<file path="config.mk">
export PLATFORM = sky130hd
export DESIGN_NAME = mvp_fll_seq_flat
export DESIGN_NICKNAME = d
export VERILOG_FILES = /design/src/rtl/mvp_fll_seq_if.sv /design/src/rtl/mvp_fll_seq.sv /design/src/flat_wrapper.sv
export SDC_FILE = /design/constraint.sdc
export NUM_CORES = 1
export LEC_CHECK = 0
export BUFFER_PORTS_ARGS = -buffer_cell sky130_fd_sc_hd__buf_2
export CAP_MARGIN = 20
export CORE_UTILIZATION = 40
export CTS_CLUSTER_SIZE = 8
export DETAILED_ROUTE_END_ITERATION = 16
export PLACE_DENSITY = 0.65
export SKIP_CTS_REPAIR_TIMING = 1
export SYNTH_ARGS = -nofsm -noshare
export SYNTH_HDL_FRONTEND = slang
export SYNTH_SLANG_ARGS = --single-unit
</file>
<file path="constraint.sdc">
create_clock -name refclk -period 2.6 [get_ports refclk]
set_input_delay 0.13 -clock refclk [delete_from_list [all_inputs] [get_ports refclk]]
set_output_delay 0.13 -clock refclk [all_outputs]
set_load 0.01 [all_outputs]
</file>
<file path="src/rtl/mvp_fll_seq_if.sv">
// Link between mvp_fll_seq and mvp_fll: enable and band-start control out, lock status back.
// The sequencer uses the master modport and the FLL side uses the slave modport.
`timescale 1ns/1ps
interface mvp_fll_seq_if;
   logic       fll_enable;
   logic [5:0] fll_band_start;
   logic       fll_locked;

   modport master (output fll_enable, output fll_band_start, input fll_locked);
   modport slave  (input fll_enable, input fll_band_start, output fll_locked);
endinterface

</file>
<file path="src/rtl/mvp_fll_seq.sv">
// refclk-domain lock sequencer for mvp_fll: timed attempts, band-stepped retries, pass/fail irq.
// Optional macro MVP_FLL_SEQ_LOCK_TIMER_EN builds the lock_time capture register.
//
// state      | meaning
// -----------+-------------------------------------------------
// IDLE       | FLL off, band preloaded from swi_band_start
// ENABLE     | fll_enable just raised, attempt timer restarted
// WAIT_LOCK  | waiting for fll_locked, bounded by swi_timeout
// RETRY_CHK  | attempt failed; fail out or step band and retry
// GAP        | fll_enable held low before the next attempt
// DONE       | locked, lock_ok high, watching for loss of lock
// FAIL       | retries exhausted, lock_fail high until start drops
`timescale 1ns/1ps
module mvp_fll_seq #(
   parameter int TIMEOUT_WIDTH = 16,
   parameter int RETRY_WIDTH   = 3
) (
   input  logic                     refclk,
   input  logic                     refclk_reset,
   input  logic                     start,
   input  logic                     abort,
   input  logic [TIMEOUT_WIDTH-1:0] swi_timeout,
   input  logic [RETRY_WIDTH-1:0]   swi_max_retries,
   input  logic [5:0]               swi_band_start,
   input  logic [5:0]               swi_band_step,
   input  logic [3:0]               swi_restart_gap,
   mvp_fll_seq_if.master            fll,
   output logic                     busy,
   output logic                     lock_ok,
   output logic                     lock_fail,
   output logic                     lock_lost,
   output logic [RETRY_WIDTH-1:0]   retry_count,
   output logic                     irq,
   output logic [TIMEOUT_WIDTH-1:0] lock_time
);

   localparam logic [2:0] ST_IDLE      = 3'd0;
   localparam logic [2:0] ST_ENABLE    = 3'd1;
   localparam logic [2:0] ST_WAIT_LOCK = 3'd2;
   localparam logic [2:0] ST_RETRY_CHK = 3'd3;
   localparam logic [2:0] ST_GAP       = 3'd4;
   localparam logic [2:0] ST_DONE      = 3'd5;
   localparam logic [2:0] ST_FAIL      = 3'd6;

   logic [2:0]               state;
   logic [2:0]               state_nxt;
   logic [TIMEOUT_WIDTH-1:0] timer;
   logic [4:0]               gap_cnt;
   logic [5:0]               band;
   logic                     fll_enable;
   logic [6:0]               band_sum;
   logic [5:0]               band_nxt;
   logic                     timeout_hit;
   logic                     retries_spent;
   logic                     enter_done;
   logic                     enter_fail;

   assign fll.fll_enable     = fll_enable;
   assign fll.fll_band_start = band;

   assign band_sum = {1'b0, band} + {1'b0, swi_band_step};
   assign band_nxt = band_sum[6] ? 6'h3f : band_sum[5:0];

   // timer counts refclk cycles since fll_enable rose (ENABLE cycle included),
   // so a zero timeout expires after the first WAIT_LOCK cycle
   assign timeout_hit   = (timer >= swi_timeout);
   assign retries_spent = (retry_count == swi_max_retries);
   assign enter_done    = (state_nxt == ST_DONE) && (state != ST_DONE);
   assign enter_fail    = (state_nxt == ST_FAIL) && (state != ST_FAIL);

   always_comb begin
      state_nxt = state;
      case (state)
         ST_IDLE:      if (start) state_nxt = ST_ENABLE;
         ST_ENABLE:    state_nxt = ST_WAIT_LOCK;
         ST_WAIT_LOCK: begin
            if (fll.fll_locked)   state_nxt = ST_DONE;
            else if (timeout_hit) state_nxt = ST_RETRY_CHK;
         end
         ST_RETRY_CHK: state_nxt = retries_spent ? ST_FAIL : ST_GAP;
         ST_GAP:       if (gap_cnt == 5'd0) state_nxt = ST_ENABLE;
         ST_DONE: begin
            if (!start)               state_nxt = ST_IDLE;
            else if (!fll.fll_locked) state_nxt = ST_RETRY_CHK;
         end
         ST_FAIL:      if (!start) state_nxt = ST_IDLE;
         default:      state_nxt = ST_IDLE;
      endcase
      if (abort) state_nxt = ST_IDLE;
   end

   always_ff @(posedge refclk or posedge refclk_reset) begin
      if (refclk_reset) begin
         state       <= ST_IDLE;
         fll_enable  <= 1'b0;
         busy        <= 1'b0;
         lock_ok     <= 1'b0;
         lock_fail   <= 1'b0;
         lock_lost   <= 1'b0;
         irq         <= 1'b0;
         retry_count <= '0;
         band        <= 6'd0;
      end else begin
         state      <= state_nxt;
         fll_enable <= (state_nxt == ST_ENABLE) || (state_nxt == ST_WAIT_LOCK) ||
                       (state_nxt == ST_DONE);
         busy       <= (state_nxt != ST_IDLE) && (state_nxt != ST_DONE) &&
                       (state_nxt != ST_FAIL);
         lock_ok    <= (state_nxt == ST_DONE);
         lock_fail  <= (state_nxt == ST_FAIL);
         irq        <= enter_done || enter_fail;
         if (state_nxt == ST_IDLE) begin
            retry_count <= '0;
            lock_lost   <= 1'b0;
            band        <= swi_band_start;
         end else if ((state == ST_RETRY_CHK) && (state_nxt == ST_GAP)) begin
            retry_count <= retry_count + RETRY_WIDTH'(1);
            band        <= band_nxt;
         end
         if ((state == ST_DONE) && (state_nxt == ST_RETRY_CHK)) lock_lost <= 1'b1;
      end
   end

   // gap_cnt is a down-counter; GAP plus the RETRY_CHK cycle give 4+swi_restart_gap low cycles
   always_ff @(posedge refclk or posedge refclk_reset) begin
      if (refclk_reset) begin
         timer   <= '0;
         gap_cnt <= 5'd0;
      end else begin
         if ((state_nxt == ST_ENABLE) || (state_nxt == ST_IDLE) || (state_nxt == ST_GAP))
            timer <= '0;
         else if (((state == ST_ENABLE) || (state == ST_WAIT_LOCK)) && (timer != '1))
            timer <= timer + TIMEOUT_WIDTH'(1);

         if (state == ST_RETRY_CHK)
            gap_cnt <= {1'b0, swi_restart_gap} + 5'd2;
         else if ((state == ST_GAP) && (gap_cnt != 5'd0))
            gap_cnt <= gap_cnt - 5'd1;
      end
   end

`ifdef MVP_FLL_SEQ_LOCK_TIMER_EN
   logic [TIMEOUT_WIDTH-1:0] lock_time_q;

   always_ff @(posedge refclk or posedge refclk_reset) begin
      if (refclk_reset)
         lock_time_q <= '0;
      else if ((state_nxt == ST_ENABLE) || (state_nxt == ST_IDLE))
         lock_time_q <= '0;
      else if ((state == ST_WAIT_LOCK) && (state_nxt == ST_DONE))
         lock_time_q <= timer;
   end

   assign lock_time = lock_time_q;
`else
   assign lock_time = '0;
`endif

endmodule

</file>
<file path="src/flat_wrapper.sv">
// flat-port wrapper written by rule: the top's interface ports become plain ports
module mvp_fll_seq_flat 
#(
   parameter int TIMEOUT_WIDTH = 16,
   parameter int RETRY_WIDTH   = 3
)
  (refclk, refclk_reset, start, abort, swi_timeout, swi_max_retries, swi_band_start, swi_band_step, swi_restart_gap, busy, lock_ok, lock_fail, lock_lost, retry_count, irq, lock_time, fll_fll_enable, fll_fll_band_start, fll_fll_locked);
  mvp_fll_seq_if fll_i ();
  input  logic refclk;
  input  logic refclk_reset;
  input  logic start;
  input  logic abort;
  input  logic [TIMEOUT_WIDTH-1:0] swi_timeout;
  input  logic [RETRY_WIDTH-1:0] swi_max_retries;
  input  logic [5:0] swi_band_start;
  input  logic [5:0] swi_band_step;
  input  logic [3:0] swi_restart_gap;
  output logic busy;
  output logic lock_ok;
  output logic lock_fail;
  output logic lock_lost;
  output logic [RETRY_WIDTH-1:0] retry_count;
  output logic irq;
  output logic [TIMEOUT_WIDTH-1:0] lock_time;
  output wire logic [$bits(fll_i.fll_enable)-1:0] fll_fll_enable;
  output wire logic [$bits(fll_i.fll_band_start)-1:0] fll_fll_band_start;
  input wire logic [$bits(fll_i.fll_locked)-1:0] fll_fll_locked;
  assign fll_fll_enable = fll_i.fll_enable;
  assign fll_fll_band_start = fll_i.fll_band_start;
  assign fll_i.fll_locked = fll_fll_locked;
  mvp_fll_seq #(.TIMEOUT_WIDTH(TIMEOUT_WIDTH), .RETRY_WIDTH(RETRY_WIDTH)) u_core (.refclk(refclk), .refclk_reset(refclk_reset), .start(start), .abort(abort), .swi_timeout(swi_timeout), .swi_max_retries(swi_max_retries), .swi_band_start(swi_band_start), .swi_band_step(swi_band_step), .swi_restart_gap(swi_restart_gap), .fll(fll_i), .busy(busy), .lock_ok(lock_ok), .lock_fail(lock_fail), .lock_lost(lock_lost), .retry_count(retry_count), .irq(irq), .lock_time(lock_time));
endmodule
</file>
==> reports/results.tsv <==
stage	metric	value	unit
global_route	grt_usage	16.4	%
pwr	p_sw_share	33.0	%
clock_tree	cts.sinks	39	
global_route	grt_pass1_wl	9650	µm
timing	fin_crit_sh	95.1	%
detailed_routing	final_antenna_net_count	0	
detailed_routing	drtPass1Iterations	4	
critical_path	cp-start-kind	flop	
critical_path	path_buf_inv	3	
global_route	grt_max_degree	24	
floorplan	die_area	0.00759	mm²
placed_design	io_buffers	54	
clock_tree	ctsRootBufferMaster	clkbuf_8	
yosys	synth_cells	323	
global_route	antenna_found_initial	0	
min_path	hold_class	in -> async	
timing	finalClockSkew	0.00413	ns
pwr	power_switching	0.000602	W
detailed_routing	finalWirelength	5960	µm
floorplan	die_width	87.1	µm
critical_path	worstPathRequired	2.77	ns
final_layout	stdcell_count	485	
yosys	syn_area_per_cell	8.98	µm²
yosys	mappedNetlistArea	0.00290	mm²
timing	maxSlewViolCount	0	
placed_design	place_area	0.00324	mm²
final_layout	synthToLayoutAreaGrowth	17.1	%
detailed_routing	first_iter_violations	116	
pwr	p_per_area	538	mW/mm²
critical_path	critPathMaxFanout	3	
critical_path	cp_slowest_stage_delay	0.41	ns
critical_path	cp_slowest_cell	a2111o_1	
detailed_routing	wire_per_inst	12.3	µm
yosys	synth_cell_types	54	
timing	hold_viol	0	
pwr	p_leak	1.70	nW
floorplan	initial_core_util	42.0	%
clock_tree	clk_latency	0.29	ns
timing	max_freq	404	MHz
clock_tree	path_clk_slew	0.07	ns
placed_design	dpl.cell_count	472	
critical_path	critPathTopFamily	compound AO/OA/AOI/OAI gates	
outcome	outcome	finished, final reports clean	
pwr	p_clk_share	24.4	%
timing	worstMarginPinSlew	0.887	ns
placed_design	hpwl	4660	µm
yosys	synth_warnings	0	
flow_run	maxCapViolCount	0	
yosys	async_reset_ff_share	100	%
detailed_routing	num_vias	2349	
pwr	internal-power	0.00122	W
floorplan	core.rowCount	30	
critical_path	critical_path.cell_chain	inv_1, ha_1, nand2b_4, a2111o_1, a32oi_2, a311oi_4, nor3_4, buf_4, buf_4, o21ai_0	
final_layout	diodes	0	
timing	setup_viol	0	
pwr	pwr-share-seq	42.3	%
detailed_routing	vias_per_cell	4.84	
floorplan	die_h	87.1	µm
final_layout	nets	455	
pwr	vdd_drop_max	0.000258	V
critical_path	arrival	2.64	ns
pwr	power.total	0.00183	W
global_route	grt-ovfl-total	0	
placed_design	gp_congestion	0.822	
critical_path	end_kind	flop	
timing	finalWorstPathRequiredPeriod	2.47	ns
clock_tree	htree_num_levels	2	
floorplan	core	0.00691	mm²
pwr	pwr-share-comb	33.3	%
yosys	yosysSeqAreaShare	33.7	%
clock_tree	clockBufferDepth	2	
global_route	grt_pass1_vias	2120	
detailed_routing	drc	0	
yosys	synth_edf_count	0	
clock_tree	cts_made_buffers	5	
clock_tree	cts_tree	built	
final_layout	finalInstanceArea	0.00340	mm²
critical_path	critPathKind	reg -> reg	
critical_path	cp_common_cell	buf_4	
yosys	synthFlopType	dfrtp_1	
final_layout	drive_gt1_share	23.7	%
floorplan	num_io_pins	71	
timing	slew-limit-headroom	40.8	%
yosys	synth-seq-cells	39	
==> area by class of cell <==
| class | count | area, µm² |
|---|---|---|
| sequential | 39 | 976 |
| timing repair buffer | 65 | 357 |
| multi-input combinational | 242 | 1710 |
| inverter | 35 | 131 |
| fill | 680 | 3510 |
| clock buffer | 8 | 100 |
| tap | 96 | 120 |
==> sequential cells by signal, summed over array words and instances, names as in the netlist <==
signal	count
u_core.timer	16
u_core.fll.fll_band_start	6
u_core.gap_cnt	5
u_core.retry_count	3
u_core.state	3
u_core.busy	1
u_core.fll.fll_enable	1
u_core.irq	1
u_core.lock_fail	1
u_core.lock_lost	1
u_core.lock_ok	1
==> through the flow <==
step,TNS [ns],hold WS [ns],util [%],setup WS (ns)
after floorplan,0,0.204,-,0.170
after global placement,0,0.337,46.9,0.185
after detailed placement,0,0.354,46.9,0.119
after CTS,0,0.0481,48.3,0.0760
after global routing,-0.0334,0.0404,49.2,-0.0301
final,0,0.0242,49.2,0.127
==> worst reg2reg max path, stage by stage, from the launching register on <==
cell and delay (ns):
dfrtp_1 0.40, inv_1 0.10, ha_1 0.23, nand2b_4 0.13
a2111o_1 0.41, a32oi_2 0.30, a311oi_4 0.17, nor3_4 0.26
buf_4 0.16, buf_4 0.10, o21ai_0 0.09
==> cells in the mapped netlist (all sizes together) (3+ instances only) <==
| library cell | n | share of area [%] |
|---|---|---|
| dfrtp | 39 | 34 |
| inv | 35 | 4.5 |
| nor2 | 30 | 3.9 |
| ha | 26 | 11 |
| nand2 | 22 | 2.8 |
| buf | 20 | 5.0 |
| a21oi | 17 | 3.3 |
| o21ai | 17 | 2.9 |
| xor2 | 17 | 5.1 |
| xnor2 | 10 | 3.0 |
| nand2b | 9 | 2.2 |
| nor3 | 9 | 2.1 |
| nand3 | 8 | 1.4 |
| mux2i | 6 | 2.1 |
| o22ai | 6 | 1.3 |
| nand4 | 5 | 1.1 |
| and2 | 4 | 0.86 |
| and4 | 4 | 1.2 |
| nor2b | 4 | 0.86 |
| a31oi | 3 | 0.65 |
| or3b | 3 | 0.91 |
==> power by group through the flow <==
stage               Clock [W]  Combinational (W)  Sequential (W)
floorplan                   0           0.000443        0.000772
global placement            0           0.000570        0.000782
detailed placement          0           0.000582        0.000784
CTS                  0.000460           0.000585        0.000773
global route         0.000486           0.000683        0.000786
finish               0.000446           0.000608        0.000772
==> per-layer routing <==
metal  vias to the layer above  track usage [%]  part of all wire (%)
met4                         0             4.47                  0.89
met5                         -                0                     0
li1                       1197                -                     -
met2                        44             27.1                    49
met3                         5             3.32                   3.3
met1                      1103             21.9                    47
==> worst paths after layout <==
kind / startpoint / endpoint / slack (ns) / cells past startpoint
max: u_core.timer[0]$_DFFE_PP0P_ / u_core.retry_count[0]$_DFFE_PP0P_ / 0.13 / 10
min: refclk_reset / u_core.state[1]$_DFF_PP0_ / 0.02 / 2
max reg2reg: u_core.timer[0]$_DFFE_PP0P_ / u_core.retry_count[0]$_DFFE_PP0P_ / 0.13 / 10
min reg2reg: u_core.gap_cnt[1]$_DFFE_PP0P_ / u_core.gap_cnt[1]$_DFFE_PP0P_ / 0.57 / 2
max in group asynchronous: refclk_reset / u_core.retry_count[2]$_DFFE_PP0P_ / 1.91 / 3
min in group refclk: swi_restart_gap[0] / u_core.gap_cnt[0]$_DFFE_PP0P_ / 0.05 / 3
==> placed cells by master, fill, tap and decap left out, types with 4 or more instances in the layout <==
cell	netlist	routed
a21oi_1	14	14
and2_1	4	4
and4_1	4	4
buf_2	3	54
buf_4	16	10
clkbuf_8	0	7
conb_1	1	16
dfrtp_1	39	39
ha_1	26	25
inv_1	34	34
mux2i_1	6	6
nand2_1	22	22
nand2b_1	8	8
nand3_1	8	8
nand4_1	5	5
nor2_1	30	30
nor2b_1	4	4
nor3_1	7	7
o21ai_0	14	14
o22ai_1	6	6
xnor2_1	10	10
xor2_1	17	17
==> logic make-up (layout without fill, tap and decap cells) <==
family	count (synthesis)	count (layout)	synth area share, %
compound gates	58	58	13.7
xor+xnor	27	27	8.16
fa+ha+maj	27	27	11.9
buf+inv	57	108	9.84
flops	39	39	33.7
mux	8	8	2.98
other cells	1	16	0.129
simple gates	106	106	19.6
Power figures use the tool's default switching activity.
